==> config.mk <==
export PLATFORM = sky130hd
export DESIGN_NAME = if_id_buffer
export DESIGN_NICKNAME = d
export VERILOG_FILES = /design/src/rtl/if_id_buffer_pkg.sv /design/src/rtl/if_id_buffer.sv
export SDC_FILE = /design/constraint.sdc
export NUM_CORES = 1
export LEC_CHECK = 0
export ABC_AREA = 1
export CORE_MARGIN = 3
export CORE_UTILIZATION = 45
export DETAILED_ROUTE_END_ITERATION = 16
export PLACE_DENSITY_LB_ADDON = 0.08
export SLEW_MARGIN = 20
export SYNTH_ARGS = -nofsm -noshare
export SYNTH_HDL_FRONTEND = slang
export SYNTH_SLANG_ARGS = --single-unit
==> constraint.sdc <==
create_clock -name clk -period 4.7 [get_ports clk]
set_input_delay 0.705 -clock clk [delete_from_list [all_inputs] [get_ports clk]]
set_output_delay 0.705 -clock clk [all_outputs]
set_load 0.02 [all_outputs]
==> src/rtl/if_id_buffer_pkg.sv <==
// Shared constants for the IF/ID instruction queue: bus-width defaults, the zero word
// and the enable/stop level encodings used on the fetch/decode boundary.
package if_id_buffer_pkg;

    localparam int unsigned ADDR_W_DEF = 32;
    localparam int unsigned INST_W_DEF = 32;

    localparam logic [INST_W_DEF-1:0] ZERO_WORD = '0;

    localparam logic EN     = 1'b1;
    localparam logic DIS    = 1'b0;
    localparam logic STOP   = 1'b1;
    localparam logic NOSTOP = 1'b0;

endpackage

==> src/rtl/if_id_buffer.sv <==
// DEPTH-entry IF/ID instruction queue with flush; an empty queue shows a zero bubble to ID.
// Optional macro IF_ID_BYPASS_EN adds a zero-latency path from IF to ID when the queue is empty.
module if_id_buffer
    import if_id_buffer_pkg::*;
#(
    parameter int unsigned ADDR_W = ADDR_W_DEF,
    parameter int unsigned INST_W = INST_W_DEF,
    parameter int unsigned DEPTH  = 4
) (
    input  logic                       clk,
    input  logic                       rst,
    input  logic                       flush_i,
    input  logic                       if_valid_i,
    input  logic [ADDR_W-1:0]          if_pc_i,
    input  logic [INST_W-1:0]          if_inst_i,
    output logic                       if_ready_o,
    input  logic                       stall_i,
    output logic                       id_valid_o,
    output logic [ADDR_W-1:0]          id_pc_o,
    output logic [INST_W-1:0]          id_inst_o,
    output logic [$clog2(DEPTH+1)-1:0] count_o
);

    localparam int unsigned PtrW = $clog2(DEPTH);
    localparam int unsigned CntW = $clog2(DEPTH+1);

    logic [ADDR_W-1:0] pc_mem   [DEPTH];
    logic [INST_W-1:0] inst_mem [DEPTH];

    logic [PtrW-1:0] wr_ptr_q, wr_ptr_d;
    logic [PtrW-1:0] rd_ptr_q, rd_ptr_d;
    logic [CntW-1:0] count_q, count_d;

    logic empty;
    logic push;
    logic pop;
    logic bypass;
    logic wr_en;
    logic rd_en;

    assign empty      = (count_q == '0);
    assign if_ready_o = (count_q != CntW'(DEPTH)) ? EN : DIS;
    assign push       = if_valid_i && if_ready_o;
    assign pop        = id_valid_o && (stall_i == NOSTOP);

`ifdef IF_ID_BYPASS_EN
    assign bypass = empty && if_valid_i && (stall_i == NOSTOP) && !flush_i;
`else
    assign bypass = 1'b0;
`endif

    // A bypassed entry is consumed straight from IF, so it never touches storage.
    assign wr_en = push && !bypass && !flush_i;
    assign rd_en = pop && !bypass && !flush_i;

    always_comb begin
        wr_ptr_d = wr_ptr_q;
        rd_ptr_d = rd_ptr_q;
        count_d  = count_q;
        if (flush_i) begin
            wr_ptr_d = '0;
            rd_ptr_d = '0;
            count_d  = '0;
        end else begin
            if (wr_en) begin
                wr_ptr_d = wr_ptr_q + PtrW'(1);
            end
            if (rd_en) begin
                rd_ptr_d = rd_ptr_q + PtrW'(1);
            end
            count_d = count_q + CntW'(wr_en) - CntW'(rd_en);
        end
    end

    always_ff @(posedge clk or posedge rst) begin
        if (rst) begin
            wr_ptr_q <= '0;
            rd_ptr_q <= '0;
            count_q  <= '0;
        end else begin
            wr_ptr_q <= wr_ptr_d;
            rd_ptr_q <= rd_ptr_d;
            count_q  <= count_d;
        end
    end

    // Storage needs no reset: nothing is visible while count is zero.
    always_ff @(posedge clk) begin
        if (wr_en) begin
            pc_mem[wr_ptr_q]   <= if_pc_i;
            inst_mem[wr_ptr_q] <= if_inst_i;
        end
    end

    always_comb begin
        id_valid_o = !empty;
        id_pc_o    = '0;
        id_inst_o  = ZERO_WORD[INST_W-1:0];
        if (!empty) begin
            id_pc_o   = pc_mem[rd_ptr_q];
            id_inst_o = inst_mem[rd_ptr_q];
        end else if (bypass) begin
            id_valid_o = 1'b1;
            id_pc_o    = if_pc_i;
            id_inst_o  = if_inst_i;
        end
    end

    assign count_o = count_q;

endmodule

**Word-level counts from Yosys, hierarchy flattened**

Memory sizes are Yosys's and may differ from the RTL's.
Cells that the tools add are included.

- Register bits: 7
- Memory bits (writable): 256
- Output and inout port bits: 69
- Logic and storage cells: 30
- Memories kept: 2

- Add/sub/neg operators: 4
- Equal/unequal tests: 1
- Mux-type cells: 10
- Bitwise gates (word level): 1
- Reductions and logical operators: 9

Memory list:

| memory | words | bits a word | read ports | clocked after Yosys merged registers in | wr ports | line | RTL |
|---|---|---|---|---|---|---|---|
| inst_mem | 4 | 32 | 1 | 0 | 1 | if_id_buffer.sv:28 | `logic [INST_W-1:0] inst_mem [DEPTH];` |
| pc_mem | 4 | 32 | 1 | 0 | 1 | if_id_buffer.sv:27 | `logic [ADDR_W-1:0] pc_mem [DEPTH];` |

Operator list:

| operator | count |
|---|---|
| 2-to-1 mux 32 bit | 2 |
| 2-to-1 mux 2 bit | 4 |
| adder 2 x 1 -> 2 bit (second input constant) | 2 |
| logical AND 1 bit | 4 |
| nonzero test 2 bit | 2 |
| adder 3 x 1 -> 3 bit | 1 |
| zero test 3 bit | 1 |
| 2-to-1 mux 1 bit | 3 |
| 2-to-1 mux 3 bit | 1 |
| inequality test 3 bit (second input constant) | 1 |
| subtractor 3 x 1 -> 3 bit | 1 |
| zero test 1 bit | 2 |
| inverter 1 bit | 1 |

**Longest topological paths before layout**

Gate-level depths: netlist of run 1.

- Word-level depth: 7
- Gate-level depth with buffers: 12

**Worst setup path after synthesis of run 1**

OpenSTA, ideal clock, no wires.

- Path kind: flip-flop to flip-flop
- Start: reg count_q[1], in the netlist count_o[1]
- End: mem inst_mem[0][0] in the netlist's numbering, enable pin
- Setup time: 487 ps
- Data arrival time: 3,753 ps
- Path slack: 461 ps
- Stages on the path, launching flop included: 5
- Path buffers: 0
- Clock period less this slack: 4,239 ps
- Cell sequence: dfrtp_1 -> nor2_1 -> nand2_1 -> nand3_1 -> nor2_1

- Cells in the longest elaborated chain, start to end: 6

RTL lines:

| what | line | RTL |
|---|---|---|
| from (decl) | if_id_buffer.sv:32 | `logic [CntW-1:0] count_q, count_d;` |
| from (signal assigned) | if_id_buffer.sv:83 | `count_q <= count_d;` |
| inequality test 3 bit | if_id_buffer.sv:42 | `assign if_ready_o = (count_q != CntW'(DEPTH)) ? EN : DIS;` |
| 2-to-1 mux 1 bit | if_id_buffer.sv:42 |  |
| via if_ready_o | if_id_buffer.sv:16 | `output logic if_ready_o,` |
| logical AND 1 bit | if_id_buffer.sv:43 | `assign push = if_valid_i && if_ready_o;` |
| logical AND 1 bit | if_id_buffer.sv:53 | `assign wr_en = push && !bypass && !flush_i;` |
| 2-to-1 mux 1 bit | if_id_buffer.sv:89 | `if (wr_en) begin` |
| 2-to-1 mux 1 bit (implied by the code) | if_id_buffer.sv:91 | `inst_mem[wr_ptr_q] <= if_inst_i;` |
| to (decl) | if_id_buffer.sv:28 |  |

The timed path passes the listed nets, and every way through them passes these cells.

**Worst setup path after layout of run 1**

- Start: reg rd_ptr_q[0]
- End: out id_inst_o[2]

- Cells in the longest elaborated chain, start to end: 2

RTL lines:

| what | line | RTL |
|---|---|---|
| from (decl) | if_id_buffer.sv:31 | `logic [PtrW-1:0] rd_ptr_q, rd_ptr_d;` |
| from (signal assigned) | if_id_buffer.sv:82 | `rd_ptr_q <= rd_ptr_d;` |
| memory read (4 x 32 bit) | - |  |
| 2-to-1 mux 32 bit | if_id_buffer.sv:99 | `if (!empty) begin` |
| to (decl) | if_id_buffer.sv:20 | `output logic [INST_W-1:0] id_inst_o,` |

No other way between the ends.

==> flow_summary.ini, run 1 <==
[status]
outcome = finished clean

[global_routing]
via_count_of_the_first_global_routing_pass = 7124
grt_start_max_net_pins = 91
grt_util_all_layers_pct = 17.87
antenna_found_initial = 3
grt_overflow_total = 0
grt_pass1_wl_um = 37800

[pwr]
power.leakage_nw = 5.934
peakVddDrop_mv = 0.3742
switching_power_as_a_share_of_total_power_pct = 33.82
share_of_total_power_in_the_clock_network_pct = 28.7
power_switching_w = 0.002660
power.share.sequential_pct = 36.1
power.internal_w = 0.005206
power.density_cell_area_nw_per_um2 = 562.8
total_power_w = 0.007866
share_comb_of_total_power_pct = 35.2

[place]
place_congestion = 0.7741
placement.io_buffers = 137
place_hpwl_um = 13350

[die]
core_area_um2 = 24530
row_count = 57
num_io_pins = 138
fp.dieArea_um2 = 27200
die-width_um = 164.9
die-height_um = 164.9
initial_core_util_pct = 46.32

[clock_tree]
numClockSinks = 263
clk_pin_slew_ns = 0.06
clk_path_buf_depth = 3
cts_tree = done
postCtsSetupRepairBufs = 0
tritoncts.num_buffers = 29
library_cell_used_as_clock_root_buffer = clkbuf_16
ctsHtreeMaxLevel = 1
ctsResizeCount = 0
clk-insertion-delay-late_ns = 0.53
hold_buf_count_cts = 0

[layout]
fillCellCount = 2092
commonest_cells_after_routing_fill_and_taps_aside = 269 x nand2_1, 268 x inv_1, 256 x edfxtp_1, 137 x clkdlybuf4s50_1, 134 x nand3_1
mostFrequentLayoutCell = nand2_1
final_layout_size_suffix_gt1_share_pct = 5.220
nNetsFinal = 1281
layout_stage_area_growth_over_the_synthesis_result_pct = 22.99

[route]
drt_first_pass_iters = 4
wl_per_cell_um = 15.61
drt_iter0_drc = 420
route.antenna.remaining_nets = 0
drt_wl_total_um = 24210
routed-via-count = 7303
post_drt_via_cell_ratio = 4.709
post-route-drc-count = 0

[sta]
final_period_minus_worst_setup_slack_ns = 3.951
achievable-frequency_ghz = 0.2531
max-slew-margin-rel_pct = 31.17
worst_margin_slew_ns = 1.032
fin_tns_setup_ns = 0
final_hold_viol_count = 0
finalSetupViolations = 0
drv_slew = 0
rsz0062_at_grt = no
timing.clock.skew_ns = 0.005195
post-route-period-util_pct = 84.07

[min_path]
hold_class = primary input to async pin

[yosys]
yosysSeqAreaShare_pct = 69.19
synthesis.yosys.warnings = 0
syn_inst = 1073
synth_seq_cells = 263
synthesis.area_um2 = 11360
yosysUniqueCellTypes = 17
post_synth.cell_area_avg_um2 = 10.59
syn-num-nets = 1149

[job]
cap_viol_max_count = 0

[critical_path]
critPathCaptureType = primary output
timing.critical_path.slowest_cell_delay_ns = 0.74
worst_path_max_delay_cell = inv_4
worstPathArrival_ns = 3.25
setup.worst_path.class = flip-flop to primary output
timing.critical_path.from_type = flip-flop
cp_max_fo = 87
cp_cell_sequence = inv_4 -> buf_4 -> nand2_1 -> nand3_1 -> a21oi_1 -> clkdlybuf4s50_1
worstPathRequired_ns = 3.99
==> cells by family (layout without fill, tap and decap cells) <==
group | Yosys count | after routing | share of synthesized area, %
flip-flops | 263 | 263 | 69.19
other | 0 | 1 | 0
AND/OR/NAND/NOR | 417 | 417 | 15.36
AO/OA/AOI/OAI | 65 | 65 | 2.863
adder cells (fa/ha/maj) | 7 | 7 | 0.8368
buffers and inverters | 321 | 474 | 11.75
==> metrics by stage <==
stage                     cells  util (%)  setup WS, ns  instance area (um2)  hold WS (ns)
final                      1551     56.97        0.7488                13980        0.4366
after global placement     1498     53.03         1.325                13010        0.5508
after CTS                  1550     56.96        0.7200                13970        0.4268
after detailed placement   1498     53.03         1.303                13010        0.5609
after global routing       1550     56.96        0.5585                13970        0.4612
after floorplan            1073         -        0.4608                11360        0.5084
==> worst paths after layout <==
check / start / endpoint / slack [ns] / cells after the start
hold reg to reg: wr_ptr_q[1] / wr_ptr_q[1] / 0.57 / 2
max in group asynchronous: rst / rd_ptr_q[0] / 4.00 / 2
setup / recovery: rd_ptr_q[0] / id_inst_o[2] / 0.75 / 6
setup reg to reg: count_o[1] / count_o[2] / 2.29 / 10
min in group clk: wr_ptr_q[1] / wr_ptr_q[1] / 0.57 / 2
hold / removal: rst / count_o[0] / 0.44 / 2
==> cells in the mapped netlist <==
library cell  number  share of area (%)
nand4_1            4               0.22
buf_6             12                1.2
a21oi_1           65                2.9
clkinv_1           1              0.033
inv_2              2              0.066
buf_2             29                1.3
nand2_1          269                8.9
inv_1            269                8.9
buf_4              1              0.066
dfrtp_1            7                1.5
edfxtp_1         256                 68
fa_1               1               0.18
ha_1               6               0.66
or2_2              1              0.055
nor2_1             9               0.30
clkbuf_1           7               0.23
nand3_1          134                5.9
==> power groups by stage <==
stage | logic [W] | clock network, W | registers [W]
finish | 0.00277 | 0.00226 | 0.00284
global route | 0.00302 | 0.00242 | 0.00285
CTS | 0.00283 | 0.00231 | 0.00284
detailed placement | 0.00281 | 0 | 0.00289
global placement | 0.00280 | 0 | 0.00288
floorplan | 0.00168 | 0 | 0.00285
==> per-layer routing <==
layer / global-route usage, % / vias up / part of all wire (%)
met4: 3.851 / 6 / 1.6
met5: 0 / - / 0.19
met3: 3.687 / 34 / 5.9
met2: 30.20 / 162 / 47
li1: - / 3665 / -
met1: 24.02 / 3436 / 45
==> registers in the layout, indices dropped and copies added (netlist names) <==
register and cells:
rd_ptr_q 2, pc_mem 128, wr_ptr_q 2, inst_mem 128, count_o 3
==> critical path: cells and delay by family (launching register included) <==
family | cells | cell delay, ns
AND/OR/NAND/NOR | 2 | 0.19
buffers and inverters | 3 | 1.70
AO/OA/AOI/OAI | 1 | 0.07
flip-flops | 1 | 0.68
==> final cells by class <==
type | instances | area [um2] | area share [%]
tap | 324 | 405.4 | 2.901
clock buffer | 40 | 807.0 | 5.774
timing repair buffer | 150 | 1519 | 10.87
antenna | 1 | 2.502 | 0.01791
multi-input combinational | 489 | 2196 | 15.71
sequential | 263 | 7868 | 56.29
clock inverter | 12 | 155.1 | 1.110
inverter | 272 | 1023 | 7.323
Note: power is estimated with default switching activity, not from simulation.
==> run 2: changes to the inputs <==
- clock period: 4.7 -> 4.01 ns (I/O delays scaled with it)
==> run 2 against run 1 <==
Effect of this change: routed wire length decreased by 0.25%; critical endpoint is now id_inst_o[15]; non-clock buffer count up 5; total power is 13% higher; clock power barely moved; sequential power increased by 17%; utilization fell by 0.41 points; first-iteration DRC count is 7.6% higher.
==> flow_summary.ini, run 2 (same netlist as run 1, synthesis figures left out) <==
[status]
outcome = finished clean

[route]
post_drt_via_cell_ratio = 4.668
drt_iter0_drc = 452
wl_per_cell_um = 15.54
drt_wl_total_um = 24150
routed-via-count = 7254
route.antenna.remaining_nets = 0
drt_first_pass_iters = 5
post-route-drc-count = 0

[sta]
achievable-frequency_ghz = 0.2799
rsz0062_at_grt = no
final_hold_viol_count = 0
finalSetupViolations = 0
timing.clock.skew_ns = 0.006689
post-route-period-util_pct = 89.10
drv_slew = 0
max-slew-margin-rel_pct = 40.75
final_period_minus_worst_setup_slack_ns = 3.573
worst_margin_slew_ns = 0.8888

[critical_path]
timing.critical_path.slowest_cell_delay_ns = 0.65
worst_path_max_delay_cell = dfrtp_4
cp_max_fo = 63
worstPathRequired_ns = 3.41
worstPathArrival_ns = 2.97
timing.critical_path.from_type = flip-flop
r2r.worst_path.cells = 10
path_depth = 6
worst_r2r_endpoint = count_o[2]
worstPathBufferInverterCount = 3
regToRegStartpoint = count_o[1]
crit_family = buffers and inverters
cp_cell_sequence = inv_4 -> buf_4 -> nand2_1 -> nand3_1 -> a21oi_1 -> clkdlybuf4s50_1
critPathCaptureType = primary output
critical_path.startpoint = rd_ptr_q[0]
termination_of_the_worst_setup_path = id_inst_o[15]
ff2ff_setup_slack_ns = 1.59
setup.worst_path.class = flip-flop to primary output

[clock_tree]
cts_tree = done
ctsResizeCount = 0
clk_path_buf_depth = 3
numClockSinks = 263
ctsHtreeMaxLevel = 1
tritoncts.num_buffers = 28
clk-insertion-delay-late_ns = 0.52
postCtsSetupRepairBufs = 0
hold_buf_count_cts = 0
clk_pin_slew_ns = 0.06
library_cell_used_as_clock_root_buffer = clkbuf_16

[global_routing]
grt_pass1_wl_um = 38320
grt_overflow_total = 0
antenna_found_initial = 3
grt_util_all_layers_pct = 18.10
grt_start_max_net_pins = 67
via_count_of_the_first_global_routing_pass = 7254

[layout]
layout_stage_area_growth_over_the_synthesis_result_pct = 22.10
postLayoutCoreUtil_pct = 56.55
nNetsFinal = 1285
antennaDiodeCount = 0
final_layout_size_suffix_gt1_share_pct = 4.959
commonest_cells_after_routing_fill_and_taps_aside = 269 x nand2_1, 268 x inv_1, 256 x edfxtp_1, 137 x clkdlybuf4s50_1, 134 x nand3_1
seq_area_um2 = 7868
multi_input_comb_area_um2 = 2196
mostFrequentLayoutCell = nand2_1
fillCellCount = 2119

[die]
die-width_um = 164.9
die-height_um = 164.9
num_io_pins = 138
core_area_um2 = 24530
initial_core_util_pct = 46.32
fp.dieArea_um2 = 27200
row_count = 57

[pwr]
power.density_cell_area_nw_per_um2 = 640.4
total_power_w = 0.008885
peakVddDrop_mv = 0.4181
power.leakage_nw = 5.892

[place]
place_congestion = 0.7401
place_hpwl_um = 13860
placement.io_buffers = 137

[job]
cap_viol_max_count = 0

[min_path]
hold_class = primary input to async pin
-- run 2: how the worst min path moves through the flow --
| stage | slack, ns | end | cells after the start |
|---|---|---|---|
| floorplan | 0.40 | count_o[0] | 1 |
| global placement | 0.57 | wr_ptr_q[1] | 2 |
| detailed placement | 0.56 | wr_ptr_q[1] | 2 |
| CTS | 0.30 | count_o[0] | 2 |
| global route | 0.33 | count_o[0] | 2 |
| finish | 0.32 | count_o[0] | 2 |
-- run 2: layout make-up --
type	instances	share of cell area [%]
Clock buffer	40	5.528
Clock inverter	11	0.3337
Inverter	272	7.377
Multi-Input combinational cell	489	15.83
Sequential cell	263	56.70
Tap cell	324	2.922
Timing Repair Buffer	155	11.31
-- run 2: worst register-to-register path, stage by stage, from the launching register on --
cell and delay (ns):
dfrtp_1 0.43, nor2_1 0.09, nand2_1 0.16, nand3_1 0.37, ha_1 0.42, inv_1 0.05, ha_1 0.13, inv_1 0.05
fa_1 0.41, a21oi_1 0.14, nor2_1 0.06
-- run 2: metrics by stage --
| step | cells | TNS, ns | instance area, um2 | hold WS (ns) | setup slack (ns) |
|---|---|---|---|---|---|
| 4_1_cts | 1554 | 0 | 13870 | 0.3019 | 0.3863 |
| 6_report | 1554 | 0 | 13870 | 0.3153 | 0.4372 |
| 5_1_grt | 1554 | 0 | 13870 | 0.3342 | 0.2315 |
| 3_5_place_dp | 1503 | 0 | 13060 | 0.5585 | 0.8873 |
| 2_1_floorplan | 1073 | -58.68 | 11360 | 0.4049 | -0.2292 |
| 3_3_place_gp | 1503 | 0 | 13060 | 0.5655 | 0.9334 |
-- run 2: report_power, final --
part	switching (W)	total [W]	internal, W
combinational	0.00203	0.00330	0.00127
clock	0.000952	0.00227	0.00132
sequential	0.0000995	0.00332	0.00322
total	0.00308	0.00888	0.00580
-- run 2: layer usage --
layer	vias to the layer above	wire length [um]	track usage, %
li1	3679	-	-
met1	3365	10770	24.90
met2	162	11660	29.92
met3	42	1177	3.210
met4	6	494	4.766
met5	-	47	0
